## config.mk

```make
export PLATFORM = sky130hd
export DESIGN_NAME = mmio_io_ctrl
export DESIGN_NICKNAME = d
export VERILOG_FILES = /design/src/rtl/mmio_io_ctrl.sv
export SDC_FILE = /design/constraint.sdc
export NUM_CORES = 1
export LEC_CHECK = 0
export ABC_AREA = 1
export ABC_CLOCK_PERIOD_IN_PS = 4500
export CAP_MARGIN = 20
export CORE_MARGIN = 2
export CORE_UTILIZATION = 55
export CTS_CLUSTER_DIAMETER = 200
export DETAILED_ROUTE_END_ITERATION = 16
export GPL_TIMING_DRIVEN = 0
export HOLD_SLACK_MARGIN = 0.08
export PLACE_DENSITY = 0.86
export REMOVE_ABC_BUFFERS = 1
export SYNTH_ARGS = -nofsm -noshare
export SYNTH_HDL_FRONTEND = slang
export SYNTH_SLANG_ARGS = --single-unit
```

## constraint.sdc

```tcl
create_clock -name clk -period 4.5 [get_ports clk]
set_clock_uncertainty 0.05 [all_clocks]
set_input_delay 0.675 -clock clk [delete_from_list [all_inputs] [get_ports clk]]
set_output_delay 0.675 -clock clk [all_outputs]
set_load 0.05 [all_outputs]
```

## src/rtl/mmio_io_ctrl.sv

```systemverilog
// mmio_io_ctrl: memory-mapped KEY/SW/LEDR/LEDG/HEX controller with synchronised, debounced inputs.
// Edge capture, interrupt mask and irq are built only when MMIO_IO_CTRL_EDGE_EN is defined.
module mmio_io_ctrl #(
   parameter int unsigned     DBITS           = 32,
   parameter logic [DBITS-1:0] BASE_ADDR      = DBITS'(32'hF0000000),
   parameter int unsigned     NUM_KEYS        = 4,
   parameter int unsigned     NUM_SW          = 10,
   parameter int unsigned     NUM_LEDR        = 10,
   parameter int unsigned     NUM_LEDG        = 8,
   parameter int unsigned     NUM_HEX         = 4,
   parameter int unsigned     DEBOUNCE_CYCLES = 16
) (
   input  logic                  clk,
   input  logic                  reset,
   input  logic [DBITS-1:0]      addr,
   input  logic                  wr_en,
   input  logic [DBITS-1:0]      wr_data,
   output logic [DBITS-1:0]      rd_data,
   output logic                  hit,
   input  logic [NUM_KEYS-1:0]   key_in,
   input  logic [NUM_SW-1:0]     sw_in,
   output logic [NUM_LEDR-1:0]   ledr_out,
   output logic [NUM_LEDG-1:0]   ledg_out,
   output logic [4*NUM_HEX-1:0]  hex_out,
   output logic                  irq
);

   localparam int unsigned NB    = NUM_KEYS + NUM_SW;
   localparam int unsigned HEX_W = 4 * NUM_HEX;
   localparam int unsigned CW    = $clog2(DEBOUNCE_CYCLES + 1);

   localparam logic [3:0] OFF_HEX   = 4'h0;
   localparam logic [3:0] OFF_LEDR  = 4'h1;
   localparam logic [3:0] OFF_LEDG  = 4'h2;
   localparam logic [3:0] OFF_KEY   = 4'h4;
   localparam logic [3:0] OFF_SW    = 4'h5;
   localparam logic [3:0] OFF_KEDGE = 4'h8;
   localparam logic [3:0] OFF_SEDGE = 4'h9;
   localparam logic [3:0] OFF_MASK  = 4'hA;

   logic [3:0]    offset_c;
   logic          wr_hit_c;
   logic [NB-1:0] sync1, sync2, synced_c, deb, flip_c;
   logic [CW-1:0] cnt [NB];
   logic          unused_ok_c;

   assign offset_c    = addr[5:2];
   assign hit         = (addr[DBITS-1:6] == BASE_ADDR[DBITS-1:6]);
   assign wr_hit_c    = wr_en & hit;
   assign unused_ok_c = &{1'b0, addr[1:0], wr_data};

   // Two-flop synchroniser; switches in the upper bits, keys in the lower bits.
   always_ff @(posedge clk) begin
      if (reset) begin
         sync1 <= '0;
         sync2 <= '0;
      end else begin
         sync1 <= {sw_in, key_in};
         sync2 <= sync1;
      end
   end

   // Keys are active-low at the pin; present them as pressed=1.
   assign synced_c = {sync2[NB-1:NUM_KEYS], ~sync2[NUM_KEYS-1:0]};

   always_comb begin
      flip_c = '0;
      for (int i = 0; i < int'(NB); i++) begin
         flip_c[i] = (synced_c[i] != deb[i]) && (cnt[i] == CW'(DEBOUNCE_CYCLES - 1));
      end
   end

   // Per-bit debouncer: count consecutive disagreeing samples, flip after DEBOUNCE_CYCLES.
   always_ff @(posedge clk) begin
      if (reset) begin
         deb <= '0;
         for (int i = 0; i < int'(NB); i++) cnt[i] <= '0;
      end else begin
         deb <= deb ^ flip_c;
         for (int i = 0; i < int'(NB); i++) begin
            if ((synced_c[i] == deb[i]) || flip_c[i]) cnt[i] <= '0;
            else                                      cnt[i] <= cnt[i] + CW'(1);
         end
      end
   end

   always_ff @(posedge clk) begin
      if (reset) begin
         hex_out  <= '0;
         ledr_out <= '0;
         ledg_out <= '0;
      end else if (wr_hit_c) begin
         case (offset_c)
            OFF_HEX:  hex_out  <= wr_data[HEX_W-1:0];
            OFF_LEDR: ledr_out <= wr_data[NUM_LEDR-1:0];
            OFF_LEDG: ledg_out <= wr_data[NUM_LEDG-1:0];
            default:  ;
         endcase
      end
   end

`ifdef MMIO_IO_CTRL_EDGE_EN
   logic [NUM_KEYS-1:0] kedge, kset_c, kclr_c;
   logic [NUM_SW-1:0]   sedge, sset_c, sclr_c;
   logic [NB-1:0]       irq_mask;

   assign kset_c = flip_c[NUM_KEYS-1:0] & ~deb[NUM_KEYS-1:0];
   assign sset_c = flip_c[NB-1:NUM_KEYS];
   assign kclr_c = (wr_hit_c && (offset_c == OFF_KEDGE)) ? wr_data[NUM_KEYS-1:0] : '0;
   assign sclr_c = (wr_hit_c && (offset_c == OFF_SEDGE)) ? wr_data[NUM_SW-1:0] : '0;

   // Sticky edges; a set on the same edge as a clear wins.
   always_ff @(posedge clk) begin
      if (reset) begin
         kedge    <= '0;
         sedge    <= '0;
         irq_mask <= '0;
         irq      <= 1'b0;
      end else begin
         kedge <= (kedge & ~kclr_c) | kset_c;
         sedge <= (sedge & ~sclr_c) | sset_c;
         if (wr_hit_c && (offset_c == OFF_MASK)) irq_mask <= wr_data[NB-1:0];
         irq <= |({sedge, kedge} & irq_mask);
      end
   end
`else
   assign irq = 1'b0;
`endif

   always_comb begin
      rd_data = '0;
      if (hit) begin
         case (offset_c)
            OFF_HEX:   rd_data = DBITS'(hex_out);
            OFF_LEDR:  rd_data = DBITS'(ledr_out);
            OFF_LEDG:  rd_data = DBITS'(ledg_out);
            OFF_KEY:   rd_data = DBITS'(deb[NUM_KEYS-1:0]);
            OFF_SW:    rd_data = DBITS'(deb[NB-1:NUM_KEYS]);
`ifdef MMIO_IO_CTRL_EDGE_EN
            OFF_KEDGE: rd_data = DBITS'(kedge);
            OFF_SEDGE: rd_data = DBITS'(sedge);
            OFF_MASK:  rd_data = DBITS'(irq_mask);
`endif
            default:   rd_data = '0;
         endcase
      end
   end

endmodule

```

==> impl_metrics.json <==
{
  "yosys.area_share.simple": 0.244,
  "root_buffer": "clkbuf_16",
  "final_nets": 1115,
  "initial_utilization": 0.558,
  "grt_pass1_wl_um": 25700,
  "drtPass1Iterations": 6,
  "drc": 0,
  "numPortBuffers": 113,
  "swShare": 0.226,
  "crit_chain": "clkdlybuf4s50_1, nor2_1, nand2_1, inv_1, nand2_1, o211ai_1, a21oi_1, nor2_1, clkdlybuf4s50_1",
  "routedWlPerCell_um": 13.1,
  "synth_ff_type": "dfxtp_1",
  "crit_arrival_ns": 3.43,
  "place_inst": 1158,
  "grt_overflow_total": 0,
  "slew_headroom": 0.407,
  "clk_latency_ns": 0.42,
  "ys_seq_area_frac": 0.521,
  "hold_class": "register to register",
  "synth_cell_types": 28,
  "numCtsBuffers": 17,
  "combPwrFrac": 0.075,
  "instances_no_fill": 1191,
  "synth_top_family_by_area": "simple AND/OR/NAND/NOR gates",
  "synth_mux_area_frac": 0,
  "antenna_found_initial": 0,
  "rsz0062_at_grt": "no",
  "cp-end-kind": "primary output",
  "peakVddDrop_mv": 0.268,
  "startpoint_type": "primary input",
  "gr-usage-all-layers": 0.247,
  "finalCritPeriodShare": 0.922,
  "dieHeight_um": 116,
  "dp_hpwl_um": 10600,
  "grt_max_degree": 52,
  "die_x_um": 116,
  "setup.worst_path.class": "primary input to primary output",
  "grt_pass1_vias": 5613,
  "cp_slowest_cell": "clkdlybuf4s50_1",
  "dieArea_um2": 13600,
  "viasPerCell": 4.93,
  "cp_max_fo": 20,
  "synth-edff-count": 70,
  "drive_gt1_frac": 0.0451,
  "finalSetupViolations": 0,
  "clkSlewWorstSetupHoldPaths_ns": 0.06,
  "clockPowerShare": 0.458,
  "n_fill_cell": 916,
  "worst_pin_slew_ns": 0.889,
  "ctsResizeCount": 0,
  "max_cap_viol_count": 0,
  "boundaryPins": 149,
  "rows": 41,
  "max_stage_delay_ns": 0.84,
  "synth_compound_area_frac": 0.0792,
  "syn_area_um2": 6960,
  "cellPowerDensity_nw_per_um2": 347,
  "synth_xor_area_frac": 0.00378,
  "ctsHoldBuffers": 0,
  "diodes": 0,
  "area_growth_pct": 30.1,
  "totalWireLength_um": 15600,
  "avgSynthCellArea_um2": 8.42,
  "cts_buffer_depth": 2,
  "cts-htree-levels": 4,
  "cts_num_sinks": 146,
  "vias": 5875,
  "fin_util": 0.726,
  "drtIter0Drc": 414,
  "final_common_cell": "nor2_1",
  "ys_warn_count": 0,
  "syn-instance-count": 826,
  "fp.coreArea_um2": 12500,
  "worstPathRequired_ns": 3.77,
  "run_status": "completed",
  "gp_congestion": 0.772,
  "post-route-min-period_ns": 4.15,
  "ant_nets": 0,
  "hold_violations": 0,
  "cts_tree": "done",
  "leakagePower_nw": 3.78,
  "synth-seq-cells": 146,
  "p_seq_frac": 0.467,
  "drv_slew": 0,
  "synth-adder-area-share": 0.0504,
  "clock.fmax_ghz": 0.241,
  "intPower_mw": 2.43,
  "switchingPower_uw": 709,
  "final_cell_mix": "nor2_1 (215), inv_1 (120), clkdlybuf4s50_1 (112)",
  "cts_setup_buffers": 0,
  "ys_async_sr_fraction": 0
}
==> synthesized netlist by cell type (4+ instances only) <==
library cell  count  area (µm²)
edfxtp_1         70        2100
nor3b_1          14         105
nand4_1          36         225
nor2_2            5        31.3
nand2_1          99         372
inv_1           121         454
buf_4            21         158
a21oi_1          41         205
o221ai_1          4        35.0
o21bai_1         11        82.6
ha_1             28         350
nor2_1          215         807
o211ai_1         14         105
nand3_1          18        90.1
buf_1             5        18.8
clkbuf_1          6        22.5
buf_2             7        35.0
dfxtp_1          76        1520
o21ai_0          20         100
==> per-layer routing <==
layer | share of wire | GRT usage | vias to the layer above
met5 | 0 | 0 | -
met4 | 0.024 | 0.102 | 0
li1 | - | - | 2956
met1 | 0.41 | 0.294 | 2666
met3 | 0.072 | 0.0706 | 35
met2 | 0.49 | 0.423 | 218
==> state kept, by name (all words and copies together) (netlist names), named ones only <==
name,count
hex_out,16
ledr_out,10
cnt,70
sync1,14
ledg_out,8
sync2,14
==> power groups by stage <==
stage	registers [mW]	logic, mW	clock network, mW
after CTS	1.47	0.231	1.46
after global placement	1.49	0.221	0
after floorplan	1.49	0.134	0
final	1.47	0.235	1.44
after detailed placement	1.49	0.227	0
after global routing	1.47	0.263	1.52
==> worst max-delay path, delay by kind of cell <==
kind	cells	cell delay [ns]
compound gates	2	0.20
buf+inv	3	1.92
simple gates	4	0.62
==> cell type report <==
cell class	instances	area [µm²]	area share
Clock inverter	12	123	0.0135
Tap cell	172	215	0.0238
Timing Repair Buffer	116	1200	0.132
Multi-Input combinational cell	604	2950	0.326
Inverter	121	454	0.0502
Sequential cell	146	3620	0.400
Clock buffer	20	489	0.0540
==> logic make-up (layout without fill, tap and decap cells) <==
| group | count (synthesis) | count (layout) |
|---|---|---|
| AOI/OAI and AO/OA | 93 | 93 |
| xor gates and xnor gates | 3 | 3 |
| adders and majority gates | 28 | 28 |
| buffers and inverters | 161 | 269 |
| DFF | 146 | 146 |
| other | 2 | 87 |
| and+or+nand+nor | 393 | 393 |
==> final timing paths <==
check        startpoint    endpoint  slack (ns)  cells after the start
max             addr[5]  rd_data[4]        0.35                      9
min            sync1[1]    sync2[1]        0.35                      2
max reg2reg   cnt[0][5]   cnt[0][7]        2.48                      7
min reg2reg    sync1[1]    sync2[1]        0.35                      2
==> metrics by stage <==
| stage | instance area (µm²) | hold slack [ns] | power, mW | worst slack (ns) | TNS, ns |
|---|---|---|---|---|---|
| 6_report | 9050 | 0.355 | 3.14 | 0.349 | 0 |
| 5_1_grt | 9050 | 0.362 | 3.25 | 0.125 | 0 |
| 4_1_cts | 9020 | 0.357 | 3.16 | 0.0891 | 0 |
| 3_5_place_dp | 8410 | 0.346 | 1.72 | 0.116 | 0 |
| 3_3_place_gp | 8380 | 0.340 | 1.71 | -0.178 | -0.719 |
| 2_1_floorplan | 7030 | 0.338 | 1.62 | 1.37 | 0 |
No activity file was read; power rests on OpenSTA's default activity.
